<file path="config.mk">
export PLATFORM = sky130hd
export DESIGN_NAME = ahb_slave_port
export DESIGN_NICKNAME = d
export VERILOG_FILES = /design/src/rtl/ahb_slave_port.sv
export SDC_FILE = /design/constraint.sdc
export NUM_CORES = 1
export LEC_CHECK = 0
export CORE_MARGIN = 4
export CORE_UTILIZATION = 35
export CTS_CLUSTER_SIZE = 40
export DETAILED_ROUTE_END_ITERATION = 8
export GPL_ROUTABILITY_DRIVEN = 0
export PLACE_DENSITY = 0.77
export SLEW_MARGIN = 15
export SYNTH_ARGS = -nofsm -noshare
export SYNTH_HDL_FRONTEND = slang
export SYNTH_SLANG_ARGS = --single-unit
export TNS_END_PERCENT = 20
</file>
<file path="constraint.sdc">
create_clock -name HCLK -period 2.37 [get_ports HCLK]
set_input_delay 0.3555 -clock HCLK [delete_from_list [all_inputs] [get_ports HCLK]]
set_output_delay 0.3555 -clock HCLK [all_outputs]
set_load 0.005 [all_outputs]
</file>
<file path="src/rtl/ahb_slave_port.sv">
// AHB-Lite responder: turns each accepted bus transfer into one req/ack backend
// transaction, stalling the data phase until ack, backend error, timeout or an illegal access.
module ahb_slave_port #(
  parameter int ADDR_W  = 32,
  parameter int DATA_W  = 32,
  parameter int TIMEOUT = 16
) (
  input  logic              HCLK,
  input  logic              HRESET,
  input  logic              HSEL,
  input  logic [ADDR_W-1:0] HADDR,
  input  logic [1:0]        HTRANS,
  input  logic              HWRITE,
  input  logic [2:0]        HSIZE,
  input  logic [DATA_W-1:0] HWDATA,
  input  logic              HREADY,
  output logic              HREADYOUT,
  output logic              HRESP,
  output logic [DATA_W-1:0] HRDATA,
  output logic              bk_req,
  output logic              bk_write,
  output logic [ADDR_W-1:0] bk_addr,
  output logic [2:0]        bk_size,
  output logic [DATA_W-1:0] bk_wdata,
  input  logic              bk_ack,
  input  logic [DATA_W-1:0] bk_rdata,
  input  logic              bk_err
);

  localparam int CNT_W = (TIMEOUT > 1) ? $clog2(TIMEOUT) : 1;
  localparam logic [CNT_W-1:0] CNT_LAST = CNT_W'(TIMEOUT - 1);

  localparam logic [2:0] S_IDLE = 3'd0;
  localparam logic [2:0] S_DATA = 3'd1;
  localparam logic [2:0] S_RESP = 3'd2;
  localparam logic [2:0] S_ERR1 = 3'd3;
  localparam logic [2:0] S_ERR2 = 3'd4;

  logic [2:0]        state_q, state_d;
  logic [CNT_W-1:0]  cnt_q, cnt_d;
  logic              hreadyout_q, hreadyout_d;
  logic              hresp_q, hresp_d;
  logic [DATA_W-1:0] hrdata_q, hrdata_d;
  logic              bk_req_q, bk_req_d;
  logic              bk_write_q, bk_write_d;
  logic [ADDR_W-1:0] bk_addr_q, bk_addr_d;
  logic [2:0]        bk_size_q, bk_size_d;

  logic accept;
  logic legal;
  logic unused_htrans;

  // SEQ and NONSEQ are treated alike, so only HTRANS[1] matters.
  assign unused_htrans = HTRANS[0];
  assign accept        = HSEL && HTRANS[1] && HREADY;

  always_comb begin
    legal = 1'b1;
    if (HSIZE > 3'b010) begin
      legal = 1'b0;
    end else if ((HSIZE == 3'b001) && HADDR[0]) begin
      legal = 1'b0;
    end else if ((HSIZE == 3'b010) && (HADDR[1:0] != 2'b00)) begin
      legal = 1'b0;
    end
  end

  always_comb begin
    state_d    = state_q;
    cnt_d      = cnt_q;
    hrdata_d   = hrdata_q;
    bk_write_d = bk_write_q;
    bk_addr_d  = bk_addr_q;
    bk_size_d  = bk_size_q;

    case (state_q)
      S_DATA: begin
        cnt_d = cnt_q + 1'b1;
        if (bk_ack) begin
          if (bk_err) begin
            state_d = S_ERR1;
          end else begin
            state_d = S_RESP;
            if (!bk_write_q) begin
              hrdata_d = bk_rdata;
            end
          end
        end else if (cnt_q == CNT_LAST) begin
          state_d = S_ERR1;
        end
      end
      S_ERR1: begin
        state_d = S_ERR2;
      end
      default: begin
        // IDLE, RESP and ERR2 all end a data phase and may take the next address phase.
        if (accept) begin
          bk_write_d = HWRITE;
          bk_addr_d  = HADDR;
          bk_size_d  = HSIZE;
          if (legal) begin
            state_d = S_DATA;
            cnt_d   = '0;
          end else begin
            state_d = S_ERR1;
          end
        end else begin
          state_d = S_IDLE;
        end
      end
    endcase

    hreadyout_d = !((state_d == S_DATA) || (state_d == S_ERR1));
    hresp_d     = (state_d == S_ERR1) || (state_d == S_ERR2);
    bk_req_d    = (state_d == S_DATA);
  end

  always_ff @(posedge HCLK) begin
    if (HRESET) begin
      state_q     <= S_IDLE;
      cnt_q       <= '0;
      hreadyout_q <= 1'b1;
      hresp_q     <= 1'b0;
      hrdata_q    <= '0;
      bk_req_q    <= 1'b0;
      bk_write_q  <= 1'b0;
      bk_addr_q   <= '0;
      bk_size_q   <= '0;
    end else begin
      state_q     <= state_d;
      cnt_q       <= cnt_d;
      hreadyout_q <= hreadyout_d;
      hresp_q     <= hresp_d;
      hrdata_q    <= hrdata_d;
      bk_req_q    <= bk_req_d;
      bk_write_q  <= bk_write_d;
      bk_addr_q   <= bk_addr_d;
      bk_size_q   <= bk_size_d;
    end
  end

  assign HREADYOUT = hreadyout_q;
  assign HRESP     = hresp_q;
  assign HRDATA    = hrdata_q;
  assign bk_req    = bk_req_q;
  assign bk_write  = bk_write_q;
  assign bk_addr   = bk_addr_q;
  assign bk_size   = bk_size_q;
  // The master holds HWDATA for the whole data phase, so no capture is needed.
  assign bk_wdata  = HWDATA;

endmodule

</file>
==> results of run 1 <==
[cells in the mapped netlist (all sizes together), types with 2 or more instances]
| library cell | n |
|---|---|
| buf | 42 |
| nand2 | 139 |
| clkbuf | 14 |
| inv | 2 |
| nor3 | 3 |
| dfxtp | 78 |
| a21oi | 72 |
| nor2 | 5 |
[how the worst max path moves through the flow]
stage,startpoint,to,slack [ns],cells after the start
after floorplan,state_q[2],HRDATA[10],0.71,7
after global placement,HREADY,HRESP,0.47,6
after CTS,state_q[2],HRDATA[13],0.55,5
after detailed placement,HSEL,bk_addr[16],0.45,6
after global routing,state_q[2],HRDATA[12],0.46,5
final,state_q[2],HRDATA[20],0.55,5
[stage by stage]
stage	total power, mW	utilization	cell area [sq um]
6_report	2.692	0.5436	4512
5_1_grt	2.814	0.5436	4512
2_1_floorplan	1.514	-	3019
3_5_place_dp	1.672	0.5179	4298
3_3_place_gp	1.667	0.5179	4298
4_1_cts	2.739	0.5436	4512
[layout by cell type (no fill, tap or decap), types with 2 or more instances in the layout]
| cell type | instances |
|---|---|
| dfxtp_1 | 78 |
| clkbuf_8 | 9 |
| a21oi_1 | 72 |
| buf_4 | 8 |
| inv_1 | 2 |
| clkdlybuf4s50_1 | 144 |
| nand2_1 | 139 |
| bufinv_16 | 2 |
| nor2_1 | 4 |
| nor3_1 | 2 |
| clkinv_2 | 2 |
[layer usage]
| layer | wire [um] | vias up |
|---|---|---|
| met3 | 831 | 14 |
| met5 | 0 | - |
| li1 | - | 1393 |
| met1 | 3097 | 1229 |
| met4 | 90 | 0 |
| met2 | 3756 | 99 |
[sequential cells by signal, summed over array words and instances (netlist names)]
register / count
bk_req: 1
state_q: 3
HREADYOUT: 1
cnt_q: 4
bk_addr: 32
bk_size: 3
HRDATA: 32
bk_write: 1
HRESP: 1
[logic make-up (layout without fill, tap and decap cells)]
kind of cell | count (synthesis) | in the layout | synth area share
adders and majority gates | 1 | 1 | 0.004144
buffers and inverters | 58 | 171 | 0.1243
muxes | 1 | 1 | 0.003730
DFF | 78 | 78 | 0.5172
xor gates and xnor gates | 1 | 1 | 0.002901
AOI/OAI and AO/OA | 79 | 79 | 0.1376
and+or+nand+nor | 158 | 158 | 0.2101
[worst max-delay path, delay by kind of cell (launching register included)]
kind | cells | cell delay (ns)
simple gates | 3 | 1.04
compound gates | 1 | 0.07
flops | 1 | 0.32
buf+inv | 1 | 0.24
[cell type report]
class                           instances  area, sq um  share of cell area
Sequential cell                        78         1562              0.3461
Timing Repair Buffer                  153         1506              0.3339
Multi-Input combinational cell        240         1091              0.2418
Tap cell                              105        131.4             0.02912
Clock buffer                           10        127.6             0.02829
Clock inverter                          6        86.33             0.01913
Inverter                                2        7.507            0.001664
[power groups by stage]
stage	logic [mW]	clock network, mW	registers (mW)
CTS	0.288	1.10	1.35
detailed placement	0.286	0	1.39
global placement	0.282	0	1.38
floorplan	0.126	0	1.39
global route	0.308	1.15	1.36
finish	0.284	1.05	1.35
==> results.sh, run 1 <==
export IMPL_status="finished clean"
export IMPL_drc_errors=0
export IMPL_synth_top_area_frac=0.5172
export IMPL_setup_violations=0
export IMPL_tritoncts="yes"
export IMPL_post_cts_buffers=0
export IMPL_leakagePower_nw=1.577
export IMPL_use_met2=0.2663
export IMPL_clk_latency_ns=0.33
export IMPL_timing_setup_tns_ns=0
export IMPL_p_int_mw=2.113
export IMPL_p_switching_uw=579.4
export IMPL_fmax_ghz=0.5495
export IMPL_wl_per_cell_um=13.09
export IMPL_yosys_area_top_type="dfxtp_1"
export IMPL_power_density_nw_per_um2=596.7
export IMPL_cts_sinks=78
export IMPL_clockRootBuffer="clkbuf_8"
export IMPL_seq_area_frac_synth=0.5172
export IMPL_r2r_end="HRDATA[20]"
export IMPL_synth_area_leaders="dfxtp_1 (52%), nand2_1 (17%), a21oi_1 (12%)"
export IMPL_crit_slowest_cell="or3b_1"
export IMPL_use_met1=0.1577
export IMPL_ant_nets=0
export IMPL_clock_skew_ns=0.003268
export IMPL_diodes=0
export IMPL_grt_busiest_layer="met2"
export IMPL_antenna_found_initial=0
export IMPL_grt_setup_unrepaired="false"
export IMPL_routed_wl_um=7776
export IMPL_crit_chain="or3b_1 > or3_1 > buf_4 > nand2_1 > a21oi_1"
export IMPL_grt_first_pass_wirelength_um=12340
export IMPL_seqPwrFrac=0.503
export IMPL_report_final_hold_viol_count=0
export IMPL_ys_flop_type="dfxtp_1"
export IMPL_slowest_delay_ns=0.54
export IMPL_core_sq_um=8299
export IMPL_min_from="HRESET"
export IMPL_rr_worst_depth=5
export IMPL_max_cap_violations=0
export IMPL_avgSynthCellArea_sq_um=8.030
export IMPL_finalNonFillerCells=594
export IMPL_die_h_um=100.9
export IMPL_end_kind="register"
export IMPL_fp_dieW_um=100.9
export IMPL_grt_pass1_vias=2808
export IMPL_layout_min_cycle_time_ns=1.820
export IMPL_place_hpwl_um=5834
export IMPL_met3_usage=0.06090
export IMPL_drive_gt1_frac=0.05521
export IMPL_netlist_area_sq_um=3019
export IMPL_grt_util_all_layers=0.1494
export IMPL_vias=2735
export IMPL_die_area_sq_um=10180
export IMPL_cts_buffers=9
export IMPL_synth_edf_count=0
export IMPL_grt_max_degree=41
export IMPL_path_max_fanout=32
export IMPL_worstMarginPinSlew_ns=0.4255
export IMPL_drv_slew=0
export IMPL_cp_start_kind="register"
export IMPL_ys_ff_latch=78
export IMPL_setup_slack_ns=0.5501
export IMPL_r2r_start="state_q[2]"
export IMPL_portBuffers=145
export IMPL_place_inst=578
export IMPL_async_flop_share=0
export IMPL_cts_buffer_depth=2
export IMPL_ioPinCount=211
export IMPL_h_tree_depth=3
export IMPL_drtPass1Iterations=4
export IMPL_cts_resized_gates=0
export IMPL_p_clk_frac=0.391
export IMPL_synth_cells=376
export IMPL_reg2reg_slack_ns=0.55
export IMPL_drt_iter0_markers=84
export IMPL_syn_to_final_growth_pct=49.44
export IMPL_hold_depth=2
export IMPL_hold_path_class="primary input to register"
export IMPL_initial_core_util=0.3638
export IMPL_cp_arrival_ns=2.02
export IMPL_whs_endpoint="state_q[1]"
export IMPL_slew_headroom=0.7161
export IMPL_overflow=0
export IMPL_via_per_inst=4.604
export IMPL_hold_slack_ns=0.4000
export IMPL_dp_slack_ns=0.4495
export IMPL_required_ns=2.57
export IMPL_fin_nets=593
export IMPL_nFillCells=781
export IMPL_post_route_period_util=0.7679
export IMPL_ys_warn_count=0
export IMPL_synth_cell_types=32
export IMPL_synth_nets=485
export IMPL_comb_power_share=0.106
export IMPL_ir_worst_vdd_v=0.0003470
export IMPL_sw_frac_of_total=0.2152
export IMPL_hold_buffers=0
export IMPL_placement_rows=33
export IMPL_path_class="register to register"
export IMPL_path_clk_slew_ns=0.07
No activity file was read; power rests on OpenSTA's default activity.
==> inputs of run 2 (changes only) <==
clock period = 1.9 ns   (was 2.37 ns; I/O delays follow)
==> results.sh, run 2 (synthesis results as in run 1) <==
export IMPL_status="finished clean"
export IMPL_path_clk_slew_ns=0.09
export IMPL_fp_dieW_um=100.9
export IMPL_slew_headroom=0.7396
export IMPL_crit_chain="clkdlybuf4s50_1"
export IMPL_min_from="HRESET"
export IMPL_drive_gt1_frac=0.05906
export IMPL_utilization=0.5465
export IMPL_drc_errors=0
export IMPL_slowest_delay_ns=0.57
export IMPL_end_kind="output port"
export IMPL_grt_pass1_vias=2684
export IMPL_overflow=0
export IMPL_routed_wl_um=7845
export IMPL_cp_start_kind="register"
export IMPL_hold_buffers=0
export IMPL_p_clk_frac=0.374
export IMPL_path_class="register to output port"
export IMPL_drtPass1Iterations=4
export IMPL_initial_core_util=0.3638
export IMPL_setup_violations=0
export IMPL_path_max_fanout=4
export IMPL_leakagePower_nw=1.577
export IMPL_clock_skew_ns=0.009541
export IMPL_report_final_hold_viol_count=0
export IMPL_layout_min_cycle_time_ns=1.603
export IMPL_cts_buffers=9
export IMPL_vias=2708
export IMPL_clockRootBuffer="clkbuf_8"
export IMPL_placed_cell_area_sq_um=4338
export IMPL_clk_latency_ns=0.34
export IMPL_die_area_sq_um=10180
export IMPL_power_mw=3.272
export IMPL_cp_startpoint="bk_write"
export IMPL_core_sq_um=8299
export IMPL_hold_path_class="primary input to register"
export IMPL_path_depth=1
export IMPL_fin_nets=595
export IMPL_grt_util_all_layers=0.1522
export IMPL_sw_frac_of_total=0.2311
export IMPL_post_cts_buffers=0
export IMPL_p_int_mw=2.516
export IMPL_portBuffers=145
export IMPL_most_common_layout_cells="clkdlybuf4s50_1 (144), nand2_1 (139), dfxtp_1 (78)"
export IMPL_crit_family="buffers and inverters"
export IMPL_ir_worst_vdd_v=0.0004398
export IMPL_power_density_nw_per_um2=721.5
export IMPL_critical_path_buf_inv_count=1
export IMPL_cts_resized_gates=0
export IMPL_max_cap_violations=0
export IMPL_place_hpwl_um=5803
export IMPL_stdcell_area_sq_um=4536
export IMPL_required_ns=1.62
export IMPL_cp_arrival_ns=1.32
export IMPL_diodes=0
export IMPL_syn_to_final_growth_pct=50.23
export IMPL_antenna_found_initial=0
export IMPL_worstMarginPinSlew_ns=0.3906
export IMPL_ant_nets=0
export IMPL_grt_setup_unrepaired="false"
export IMPL_hold_depth=2
export IMPL_die_h_um=100.9
export IMPL_r2r_start="state_q[2]"
export IMPL_grt_max_degree=38
export IMPL_timing_setup_tns_ns=0
export IMPL_tritoncts="yes"
export IMPL_cts_buffer_depth=2
export IMPL_drv_slew=0
export IMPL_rr_worst_depth=6
export IMPL_ioPinCount=211
export IMPL_crit_slowest_cell="clkdlybuf4s50_1"
export IMPL_fmax_ghz=0.6240
export IMPL_grt_first_pass_wirelength_um=12460
export IMPL_h_tree_depth=3
export IMPL_drt_iter0_markers=46
export IMPL_comb_power_share=0.110
export IMPL_cts_sinks=78
export IMPL_placement_rows=33
export IMPL_seqPwrFrac=0.517
export IMPL_via_per_inst=4.544
export IMPL_nFillCells=766
export IMPL_post_route_period_util=0.8435
export IMPL_p_switching_uw=756.3
export IMPL_wl_per_cell_um=13.16
export IMPL_final_common_cell="clkdlybuf4s50_1"
==> run 2: cell types whose count changed in the layout (fill, tap and decap cells not counted) <==
cell / previous run / this run
buf_12: 0 / 2
bufinv_16: 2 / 1
clkinv_2: 2 / 0
clkinvlp_4: 1 / 3
inv_6: 0 / 1
==> run 2: power groups by stage <==
stage	Combinational, mW	Clock, mW	Sequential (mW)
2_1_floorplan	0.157	0	1.73
3_3_place_gp	0.357	0	1.73
3_5_place_dp	0.361	0	1.73
4_1_cts	0.363	1.29	1.69
5_1_grt	0.389	1.35	1.70
6_report	0.359	1.22	1.69
==> run 2: layout make-up <==
class | count | area, sq um | area share
multi-input cells | 240 | 1091 | 0.2406
repair buffers | 155 | 1546 | 0.3410
clock buffers | 10 | 127.6 | 0.02814
clock inverters | 6 | 70.07 | 0.01545
flip-flops and latches | 78 | 1562 | 0.3443
inverters | 2 | 7.507 | 0.001655
well taps | 105 | 131.4 | 0.02897
==> run 2: per-layer routing <==
layer  share of wire  track usage  wire, um
met4           0.012      0.05285        96
met2            0.49       0.2638      3859
met3            0.12      0.06228       903
met5               0            0         0
met1            0.38       0.1671      2985
==> run 2: worst paths after layout <==
kind | endpoint | slack, ns
max | bk_write | 0.30
min | state_q[1] | 0.35
max reg2reg | HRDATA[25] | 0.31
min reg2reg | bk_addr[20] | 0.45
==> run 2: through the flow <==
| step | setup slack (ns) | cells | hold WS, ns |
|---|---|---|---|
| 6_report | 0.2974 | 596 | 0.3524 |
| 5_1_grt | 0.1795 | 596 | 0.3459 |
| 4_1_cts | 0.2620 | 596 | 0.3363 |
| 3_5_place_dp | 0.08997 | 580 | 0.4457 |
| 3_3_place_gp | 0.1193 | 580 | 0.4413 |
| 2_1_floorplan | 0.2430 | 376 | 0.4210 |
==> inputs of run 3 (changes only) <==
CORE_UTILIZATION = 32   (was 35)
PLACE_DENSITY = 0.74   (was 0.77)
clock period = 1.4 ns   (was 1.9 ns; I/O delays follow)
==> results.sh, run 3 (synthesis results as in run 1) <==
export IMPL_placement_rows=35
export IMPL_leakagePower_nw=2.119
export IMPL_clockRootBuffer="clkbuf_8"
export IMPL_slew_headroom=0.7439
export IMPL_r2r_start="state_q[1]"
export IMPL_routed_wl_um=8800
export IMPL_min_from="HRESET"
export IMPL_hold_path_class="primary input to register"
export IMPL_crit_slowest_cell="or3b_4"
export IMPL_place_hpwl_um=6267
export IMPL_regArea_sq_um=1578
export IMPL_fmax_ghz=0.6357
export IMPL_drv_slew=0
export IMPL_final_common_cell="nand2_1"
export IMPL_power_mw=4.617
export IMPL_hold_slack_ns=0.3147
export IMPL_placed_cell_area_sq_um=4441
export IMPL_end_kind="register"
export IMPL_cp_start_kind="register"
export IMPL_crit_chain="or3b_4 > or3_1 > buf_12 > nand2_1 > a21oi_2"
export IMPL_syn_to_final_growth_pct=59.06
export IMPL_report_final_hold_viol_count=0
export IMPL_antenna_found_initial=0
export IMPL_fp_dieW_um=105.1
export IMPL_path_max_fanout=32
export IMPL_ant_nets=0
export IMPL_clk_latency_ns=0.34
export IMPL_layout_min_cycle_time_ns=1.573
export IMPL_ioPinCount=211
export IMPL_setup_violations=33
export IMPL_r2r_end="HRDATA[29]"
export IMPL_overflow=0
export IMPL_die_area_sq_um=11050
export IMPL_stdcell_area_sq_um=4802
export IMPL_cts_buffers=9
export IMPL_diodes=0
export IMPL_grt_pass1_vias=2842
export IMPL_rr_worst_depth=5
export IMPL_cts_buffer_depth=2
export IMPL_core_sq_um=9196
export IMPL_required_ns=1.60
export IMPL_path_class="register to register"
export IMPL_grt_setup_unrepaired="true"
export IMPL_clock_skew_ns=0.009901
export IMPL_grt_first_pass_wirelength_um=13510
export IMPL_portBuffers=145
export IMPL_nFillCells=911
export IMPL_path_clk_slew_ns=0.08
export IMPL_multi_input_area_sq_um=1197
export IMPL_post_route_period_util=1.124
export IMPL_worstMarginPinSlew_ns=0.3841
export IMPL_drive_gt1_frac=0.1627
export IMPL_grt_util_all_layers=0.1487
export IMPL_hold_depth=3
export IMPL_wl_per_cell_um=14.31
export IMPL_slowest_delay_ns=0.40
export IMPL_vias=2932
export IMPL_h_tree_depth=3
export IMPL_violations="negative setup slack"
export IMPL_ir_worst_vdd_v=0.0004466
export IMPL_drtPass1Iterations=4
export IMPL_max_cap_violations=0
export IMPL_setup_slack_ns=-0.1732
export IMPL_drc_errors=0
export IMPL_die_h_um=105.1
export IMPL_grt_max_degree=33
export IMPL_cts_sinks=78
export IMPL_cp_arrival_ns=1.78
export IMPL_power_density_nw_per_um2=961.4
export IMPL_status="complete, but fails checks"
export IMPL_initial_core_util=0.3283
export IMPL_tritoncts="yes"
export IMPL_most_common_layout_cells="nand2_1 (135), clkdlybuf4s50_1 (76), dfxtp_1 (65)"
export IMPL_via_per_inst=4.767
export IMPL_whs_endpoint="state_q[0]"
export IMPL_reg2reg_slack_ns=-0.17
export IMPL_hold_buffers=0
export IMPL_fin_nets=610
export IMPL_drt_iter0_markers=67
export IMPL_utilization=0.5222
## run 3: cell types whose count changed in the layout (fill, tap and decap cells not counted), moves of 6 or more
cell	change
buf_4	+9
a21oi_2	+19
a21oi_1	-19
dfxtp_1	-13
dlymetal6s2s_1	+6
dfxtp_2	+13
clkdlybuf4s50_1	-68
dlygate4sd2_1	+62
## run 3: final cells by class
cell class / instances / area share
Timing Repair Buffer: 170 / 0.3478
Sequential cell: 78 / 0.3286
Multi-Input combinational cell: 240 / 0.2493
Tap cell: 111 / 0.02892
Clock buffer: 10 / 0.02866
Clock inverter: 4 / 0.01511
Inverter: 2 / 0.001563
## run 3: timing repair
| item | CTS | global route |
|---|---|---|
| buffers inserted | 1 | 1 |
| pin swaps | 1 | 7 |
| setup endpoints to repair | 105 | 78 |
| gates cloned | 1 | 1 |
| gates resized for setup | 79 | 36 |
## run 3: stage by stage
step / worst slack (ns) / TNS (ns) / std cells
floorplan: -0.2079 / -6.417 / 376
global placement: -0.3025 / -14.57 / 597
detailed placement: -0.3194 / -16.08 / 597
CTS: -0.1702 / -4.348 / 613
global route: -0.2097 / -6.309 / 615
finish: -0.1732 / -4.550 / 615
## run 3: per-layer routing
layer / up-vias / track usage / part of all wire
met3: 24 / 0.04262 / 0.065
met2: 110 / 0.2576 / 0.49
met5: - / 0 / 0
li1: 1427 / - / -
met1: 1371 / 0.1702 / 0.42
met4: 0 / 0.06373 / 0.024
## run 3: worst max-delay path: cells and delay by family, from the launching register on
family | cells | cell delay (ns)
DFF | 1 | 0.32
and+or+nand+nor | 3 | 0.85
AOI/OAI and AO/OA | 1 | 0.06
buffers and inverters | 1 | 0.18
## run 3: worst max-delay path by stage
stage / slack, ns / start / to
2_1_floorplan: -0.21 / state_q[1] / HRDATA[10]
3_3_place_gp: -0.30 / HSEL / cnt_q[2]
3_5_place_dp: -0.32 / HREADY / cnt_q[2]
4_1_cts: -0.17 / state_q[1] / HRDATA[21]
5_1_grt: -0.21 / state_q[1] / HRDATA[19]
6_report: -0.17 / state_q[1] / HRDATA[29]
## run 3: where the power goes
group          leakage [nW]  total (mW)  switching, mW  internal [mW]
logic                  1.38       0.516          0.198          0.319
registers             0.638        2.29         0.0246           2.27
clock network         0.104        1.81          0.775           1.03
total                  2.12        4.62          0.997           3.62
